$ cat src/rtl/debounce_pkg.sv
// Shared types and default constants for the push-button debouncer.
// Contents: state_t (2-bit FSM encoding), DEFAULT_DELAY_COUNTS, DEFAULT_LONG_COUNTS.
// Defaults assume a 50 MHz clock (2.5 ms debounce, 1 s long press).
package debounce_pkg;

  typedef enum logic [1:0] {
    IDLE_LOW  = 2'd0,
    CHK_HIGH  = 2'd1,
    HELD_HIGH = 2'd2,
    CHK_LOW   = 2'd3
  } state_t;

  localparam int DEFAULT_DELAY_COUNTS = 125000;
  localparam int DEFAULT_LONG_COUNTS  = 50000000;

endpackage

$ cat src/rtl/sync_2ff.sv
// Two-flop synchronizer bringing an asynchronous level into the clk domain.
// Ports: clk, rst (async active-high, clears both flops), d_i (async in), q_o (synced out).
// Latency: two rising edges from d_i change to q_o change.
module sync_2ff (
  input  logic clk,
  input  logic rst,
  input  logic d_i,
  output logic q_o
);

  logic meta_q;
  logic sync_q;

  always_ff @(posedge clk or posedge rst) begin
    if (rst) begin
      meta_q <= 1'b0;
      sync_q <= 1'b0;
    end else begin
      meta_q <= d_i;
      sync_q <= meta_q;
    end
  end

  assign q_o = sync_q;

endmodule

$ cat src/rtl/button_debounce.sv
// Push-button debouncer: synchronizes the raw level, accepts a level change only
// after DELAY_COUNTS+1 consecutive stable synchronized cycles, and emits strobes.
// Ports: clk, rst (async active-high), button (raw level), button_pressed (debounced
// level), press_pulse (1-cycle strobe per accepted press), long_press (1-cycle strobe
// after LONG_COUNTS held cycles). Press latency: DELAY_COUNTS+3 edges.
// Macro BUTTON_DEBOUNCE_LONG_PRESS_EN builds the long-press counter; otherwise
// long_press is tied low.
module button_debounce
  import debounce_pkg::*;
#(
  parameter int DELAY_COUNTS = DEFAULT_DELAY_COUNTS,
  parameter int LONG_COUNTS  = DEFAULT_LONG_COUNTS
) (
  input  logic clk,
  input  logic rst,
  input  logic button,
  output logic button_pressed,
  output logic press_pulse,
  output logic long_press
);

  if (DELAY_COUNTS < 1) begin : g_bad_delay
    $error("button_debounce: DELAY_COUNTS must be >= 1");
  end
  if (LONG_COUNTS < 1) begin : g_bad_long
    $error("button_debounce: LONG_COUNTS must be >= 1");
  end

  localparam int CNT_W = $clog2(DELAY_COUNTS + 1);
  localparam logic [CNT_W-1:0] CNT_TERM = CNT_W'(DELAY_COUNTS - 1);

  logic             sync;
  state_t           state_q, state_d;
  logic [CNT_W-1:0] cnt_q, cnt_d;
  logic             press_q, press_d;
  logic             pressed_q, pressed_d;

  sync_2ff u_sync (
    .clk (clk),
    .rst (rst),
    .d_i (button),
    .q_o (sync)
  );

  always_ff @(posedge clk or posedge rst) begin
    if (rst) begin
      state_q   <= IDLE_LOW;
      cnt_q     <= '0;
      press_q   <= 1'b0;
      pressed_q <= 1'b0;
    end else begin
      state_q   <= state_d;
      cnt_q     <= cnt_d;
      press_q   <= press_d;
      pressed_q <= pressed_d;
    end
  end

  // The counter tops out at DELAY_COUNTS-1; the terminal edge changes state
  // instead of incrementing, so it never wraps. A reversal on the terminal
  // cycle is checked first and wins.
  always_comb begin
    state_d = state_q;
    cnt_d   = cnt_q;
    press_d = 1'b0;
    unique case (state_q)
      IDLE_LOW: begin
        if (sync) begin
          state_d = CHK_HIGH;
          cnt_d   = '0;
        end
      end
      CHK_HIGH: begin
        if (!sync) begin
          state_d = IDLE_LOW;
        end else if (cnt_q == CNT_TERM) begin
          state_d = HELD_HIGH;
          press_d = 1'b1;
        end else begin
          cnt_d = cnt_q + CNT_W'(1);
        end
      end
      HELD_HIGH: begin
        if (!sync) begin
          state_d = CHK_LOW;
          cnt_d   = '0;
        end
      end
      CHK_LOW: begin
        if (sync) begin
          state_d = HELD_HIGH;
        end else if (cnt_q == CNT_TERM) begin
          state_d = IDLE_LOW;
        end else begin
          cnt_d = cnt_q + CNT_W'(1);
        end
      end
      default: state_d = IDLE_LOW;
    endcase
    // Outputs are registered from the next state so they change on the same
    // edge as the state they describe.
    pressed_d = (state_d == HELD_HIGH) || (state_d == CHK_LOW);
  end

  assign button_pressed = pressed_q;
  assign press_pulse    = press_q;

`ifdef BUTTON_DEBOUNCE_LONG_PRESS_EN
  localparam int LONG_W = $clog2(LONG_COUNTS + 1);

  logic [LONG_W-1:0] lcnt_q, lcnt_d;
  logic              long_q, long_d;

  always_ff @(posedge clk or posedge rst) begin
    if (rst) begin
      lcnt_q <= '0;
      long_q <= 1'b0;
    end else begin
      lcnt_q <= lcnt_d;
      long_q <= long_d;
    end
  end

  // Counts edges spent pressed after the press edge; saturates at LONG_COUNTS
  // so the strobe fires once per press. Leaving the pressed states clears it.
  always_comb begin
    lcnt_d = lcnt_q;
    long_d = 1'b0;
    if (press_d) begin
      lcnt_d = '0;
    end else if (pressed_d) begin
      if (lcnt_q != LONG_W'(LONG_COUNTS)) begin
        lcnt_d = lcnt_q + LONG_W'(1);
        long_d = (lcnt_q == LONG_W'(LONG_COUNTS - 1));
      end
    end else begin
      lcnt_d = '0;
    end
  end

  assign long_press = long_q;
`else
  assign long_press = 1'b0;
`endif

endmodule

$ cat config.mk
export PLATFORM = sky130hd
export DESIGN_NAME = button_debounce
export DESIGN_NICKNAME = d
export VERILOG_FILES = /design/src/rtl/debounce_pkg.sv /design/src/rtl/sync_2ff.sv /design/src/rtl/button_debounce.sv
export SDC_FILE = /design/constraint.sdc
export NUM_CORES = 1
export LEC_CHECK = 0
export BUFFER_PORTS_ARGS = -buffer_cell sky130_fd_sc_hd__buf_2
export CORE_UTILIZATION = 35
export CTS_CLUSTER_DIAMETER = 80
export DETAILED_ROUTE_END_ITERATION = 12
export GPL_ROUTABILITY_DRIVEN = 0
export GPL_TIMING_DRIVEN = 0
export PLACE_DENSITY_LB_ADDON = 0.08
export SLEW_MARGIN = 15
export SYNTH_ARGS = -nofsm -noshare
export SYNTH_HDL_FRONTEND = slang
export SYNTH_HIERARCHICAL = 1
export SYNTH_SLANG_ARGS = --single-unit
$ cat constraint.sdc
create_clock -name clk -period 2.1 [get_ports clk]
set_input_delay 0.42 -clock clk [delete_from_list [all_inputs] [get_ports clk]]
set_output_delay 0.42 -clock clk [all_outputs]
set_load 0.02 [all_outputs]
# == Yosys cells after proc, flatten, opt, wreduce, memory -nomap -nowiden ==
# Index checks and enable logic that the tools add are counted.
# Widths: inputs -> output; s select.
# word_totals
out_inout_bits,3
in_bits,3
n_memories,0
reg_bits,23
word_cells,36
latch_bits,0
rom_bits,0
ramBits,0
# op_classes
div,0
magnitude_cmp,0
addsub,1
n_mux,16
shifts,0
n_reduce_logical,3
eq_ne,10
mul,0
bitwise_logic,0
# op_table
cell,n
$mux 17,5
$pmux 17 s4,1
$add 17x1->17 const B,1
$eq 17x17->1 const B,1
$mux 2,6
$eq 2x2->1 const B,4
$pmux 2 s4,1
$ne 2x1->1 const B,2
$ne 2x2->1 const B,2
$reduce_and 4->1,1
$mux 1,3
$eq 2x1->1 const B,1
$logic_not 2->1,1
$logic_or 1x1->1,1

# == Depth between registers and ports, before layout ==
# depth
ltp_word,6
ltp_mapped,6

# == By module ==
# Netlist, hierarchy kept.
# by_module_without_submodules
module,instances,area_per_inst_um2,seq_area_each_um2,cells_each
button_debounce,1,1114.8,500.5,123
sync_2ff,1,53.8,50.0,3

# == Worst setup path after synthesis ==
# OpenSTA, ideal clock, no wires.
# synth_timing
kind,reg-to-reg
startpoint,reg cnt_q[9]
endpoint,reg cnt_q[2]
path_stages_with_launch,6
setup_ns,0.129
path_slack_ns,0.223
arrival_time_ns,1.748
required_time_ns,1.971
path_buffers,1
cell_sequence,dfrtp_1 or3_2 or4_4 nand3_2 buf_6 o21ai_0
# synth_between
elab_chain_cells,4
word_cells_on_any_way,5
classes_between,1 x eq/ne; 4 x mux
# synth_lines
item,line,source
"start, declared",button_debounce.sv:34,"logic [CNT_W-1:0] cnt_q, cnt_d;"
"start signal, assigned",button_debounce.sv:53,cnt_q <= cnt_d;
$eq 17x17->1 *,"button_debounce.sv:76, button_debounce.sv:92",
$mux 17 *,n/a,
$mux 17 (on tied branches),n/a,
$pmux 17 s4 *,n/a,
# Mark *: on every way between the ends. The rest lies on a longest branch, timed or not. The select of a mux whose other input is x is not followed.
# A chain may end at the register's enable or synchronous reset.

# == Worst setup path in the final report ==
# layout_timing
startpoint,reg cnt_q[8]
endpoint,reg state_q[1]
# layout_between
elab_chain_cells,4
word_cells_on_any_way,6
classes_between,1 x eq/ne; 5 x mux
# layout_lines
item,line,source
$eq 17x17->1 *,"button_debounce.sv:76, button_debounce.sv:92",
$mux 2 (on tied branches),"button_debounce.sv:92, button_debounce.sv:76",
$mux 2 (on tied branches),"button_debounce.sv:90, button_debounce.sv:74",
$pmux 2 s4 *,button_debounce.sv:66,unique case (state_q)
"end signal, assigned",button_debounce.sv:52,state_q <= state_d;
"end, declared",button_debounce.sv:33,"state_t state_q, state_d;"
# Mark *: on every way between the ends. The rest lies on a longest branch, timed or not.

==> metrics.md <==
| Metric | Value |
|---|---|
| Die area | `0.00357 sq mm` |
| Setup TNS Final | `0 ns` |
| Tot GR Track Use | `0.176` |
| Worst R2R End | `state_q[1]$_DFF_PP0_` |
| Fin area | `0.00136 sq mm` |
| H-tree depth | `1` |
| Num ports | `6` |
| Placed insts | `174` |
| Starting density of the core | `0.377` |
| Hold violation total from the final report | `0` |
| Reg2reg start | `cnt_q[8]$_DFFE_PP0P_` |
| Leakage power | `0.573 nW` |
| VDD IR max | `381 uV` |
| GRT overflow | `0` |
| Synthesized net count | `130` |
| Clock period minus worst slack | `2.06 ns` |
| Global-route wire length before repair | `4.64 mm` |
| Routed WL | `2.65 mm` |
| Layout cells sized above 1 | `0.184` |
| CTS Buf Count | `3` |
| Worst EP arrival | `2.28 ns` |
| Cell Rows | `20` |
| Mapped Cells | `126` |
| Synth top area cells | `dfrtp_1, o31ai_1, nand2_1` |
| Vias in the first global route | `993` |
| Tcrit/Tclk final | `0.979` |
| Clock sink count | `22` |
| Outcome | `complete, no violations` |
| Worst setup margin | `0.0448 ns` |
| Antenna violation net count after detailed routing | `0` |
| P per Cell Area | `553 mW/mm^2` |
| Main flop type after synthesis | `dfrtp_1` |
| Mean post-synth cell area | `9.27 sq um` |
| Number of inserted diodes | `0` |
| Cell area after synthesis | `0.00117 sq mm` |
| FMAX | `487 MHz` |
| CTS tree | `yes` |
| Clk_lat worst skew | `0.32 ns` |
| Slew Viols, Final | `0` |
| Layout Cells excl Fill | `185` |
| DRC | `0` |
| Most frequent cells in the layout | `nand2_1, dfrtp_1, o21ai_0` |
| Antenna violations before repair | `0` |
| Yosys warns | `6` |
| FFs w/ async S/R, synth | `1.00` |
| Nets | `146` |
| Maxcap violations | `0` |
| Hold_sp | `button` |
| Pre-Repair DR Iteration Count | `4` |
| Area growth syn-to-layout | `16.6%` |
| DR WL/cell | `14.3 microns` |
| Worst Reg-to-Reg Cells | `4` |
| Final Core Density | `0.439` |
| CORE AREA | `0.00310 sq mm` |
| Netlist cell types | `37` |
| Clock Path Buffers | `2` |
| Post-synthesis sequential area ratio | `0.471` |
| Die Ht | `59.8 microns` |
| Setup violators final | `0` |
| Die width | `59.8 microns` |
| Vias/cell | `5.38` |
| Crit path kind | `flop to flop` |
| CP Max Fanout | `5` |
| Worst Hold Path Cells | `1` |
| Placed inst area | `0.00124 sq mm` |
| DP HPWL | `1.83 mm` |
| Least-Margin Pin Slew | `0.800 ns` |
| Clk slew on worst S/H paths | `0.13 ns` |
| Hold Path End | `u_sync/meta_q$_DFF_PP0_` |
| Critical Path Start Type | `flop` |
| Clk_skew | `0.00723 ns` |
| PortBufs | `4` |
| Vias | `996` |
| Largest net degree at the start of global routing | `21` |
| Req. time, crit path | `2.32 ns` |
| Crit. End Element | `flop` |
| Synthesis-stage register bit count | `22` |
| EDFF count, synth | `0` |
| Hold crit path type | `input port to flop` |
| Worst slew margin | `0.466` |
| Post-Place Worst Slack | `-0.135 ns` |
| Unrepaired setup endpoints after global routing | `false` |
| Root buffer cell | `clkbuf_4` |
| DR iter-0 viols | `27` |
| Reg2Reg Setup Slack | `0.04 ns` |
| Synth area leader | `dfrtp_1` |
| Post-synth top area share | `0.471` |
synth_stat cells (all sizes together), types with 2 or more instances:
| cell type | n |
|---|---|
| dfrtp | 22 |
| nand2 | 18 |
| o21ai | 12 |
| nand3 | 11 |
| o31ai | 10 |
| inv | 7 |
| nor2 | 5 |
| a21o | 4 |
| nand4 | 4 |
| nor4 | 3 |
| o41ai | 3 |
| a21oi | 2 |
| and2 | 2 |
| and3 | 2 |
| buf | 2 |
| o21a | 2 |
| or3 | 2 |
layer usage:
layer	wire length, microns	track usage
met3	92	0.0455
met4	34	0.0598
met2	1240	0.286
met1	1280	0.225
met5	0	0
worst max path at each step:
stage	startpoint	end	slack [ns]	cells after the start
after floorplan	cnt_q[9]$_DFFE_PP0P_	cnt_q[2]$_DFFE_PP0P_	0.22	5
after global placement	cnt_q[4]$_DFFE_PP0P_	cnt_q[13]$_DFFE_PP0P_	-0.17	5
after detailed placement	cnt_q[4]$_DFFE_PP0P_	cnt_q[15]$_DFFE_PP0P_	-0.14	5
after CTS	cnt_q[7]$_DFFE_PP0P_	cnt_q[2]$_DFFE_PP0P_	0.003	6
after global routing	cnt_q[5]$_DFFE_PP0P_	state_q[1]$_DFF_PP0_	0.0002	5
final	cnt_q[8]$_DFFE_PP0P_	state_q[1]$_DFF_PP0_	0.04	4
kinds of logic (layout without fill, tap and decap cells):
logic type      count (synthesis)  count (layout)  synth area share
simple gates                   53              53             0.240
compound gates                 36              36             0.209
flops                          22              22             0.471
buf+inv                        10              25            0.0418
xor+xnor                        2               2            0.0150
fa+ha+maj                       1               1            0.0107
other cells                     1               1           0.00321
mux                             1               1           0.00964
power breakdown:
part           switching (mW)  internal, mW
Combinational          0.0403        0.0262
Clock                   0.138         0.106
Sequential             0.0104         0.433
worst max-delay path: stages (launching register included):
cell	delay, ns
dfrtp_2	0.46
or3_2	0.51
or4_4	0.59
buf_4	0.16
mux2_2	0.26
through the flow:
| step | hold slack (ns) | total power, mW |
|---|---|---|
| 2_1_floorplan | 0.161 | 0.494 |
| 3_3_place_gp | 0.281 | 0.510 |
| 3_5_place_dp | 0.282 | 0.511 |
| 4_1_cts | 0.191 | 0.760 |
| 5_1_grt | 0.171 | 0.793 |
| 6_report | 0.201 | 0.754 |
flip-flops by register name (all words and copies together), names as in the netlist:
| signal | flops |
|---|---|
| cnt_q | 17 |
| press_pulse | 1 |
| state_q | 2 |
| u_sync/meta_q | 1 |
| u_sync/q_o | 1 |
final cells by class:
cell class / count / area, sq um
clock buffers: 4 / 36.3
well taps: 44 / 55.1
repair buffers: 11 / 75.1
plain buffers: 3 / 26.3
multi-input cells: 94 / 588
flip-flops and latches: 22 / 556
inverters: 7 / 26.3
fillers: 335 / 1740
what timing repair did:
action	in CTS	in global routing
buffers inserted	1	5
endpoints found under the setup margin	8	13
pin swaps	1	4
hold buffers	1	0
hold endpoints to repair	2	0
gates resized for setup	2	5
Note: power is estimated with default switching activity, not from simulation.
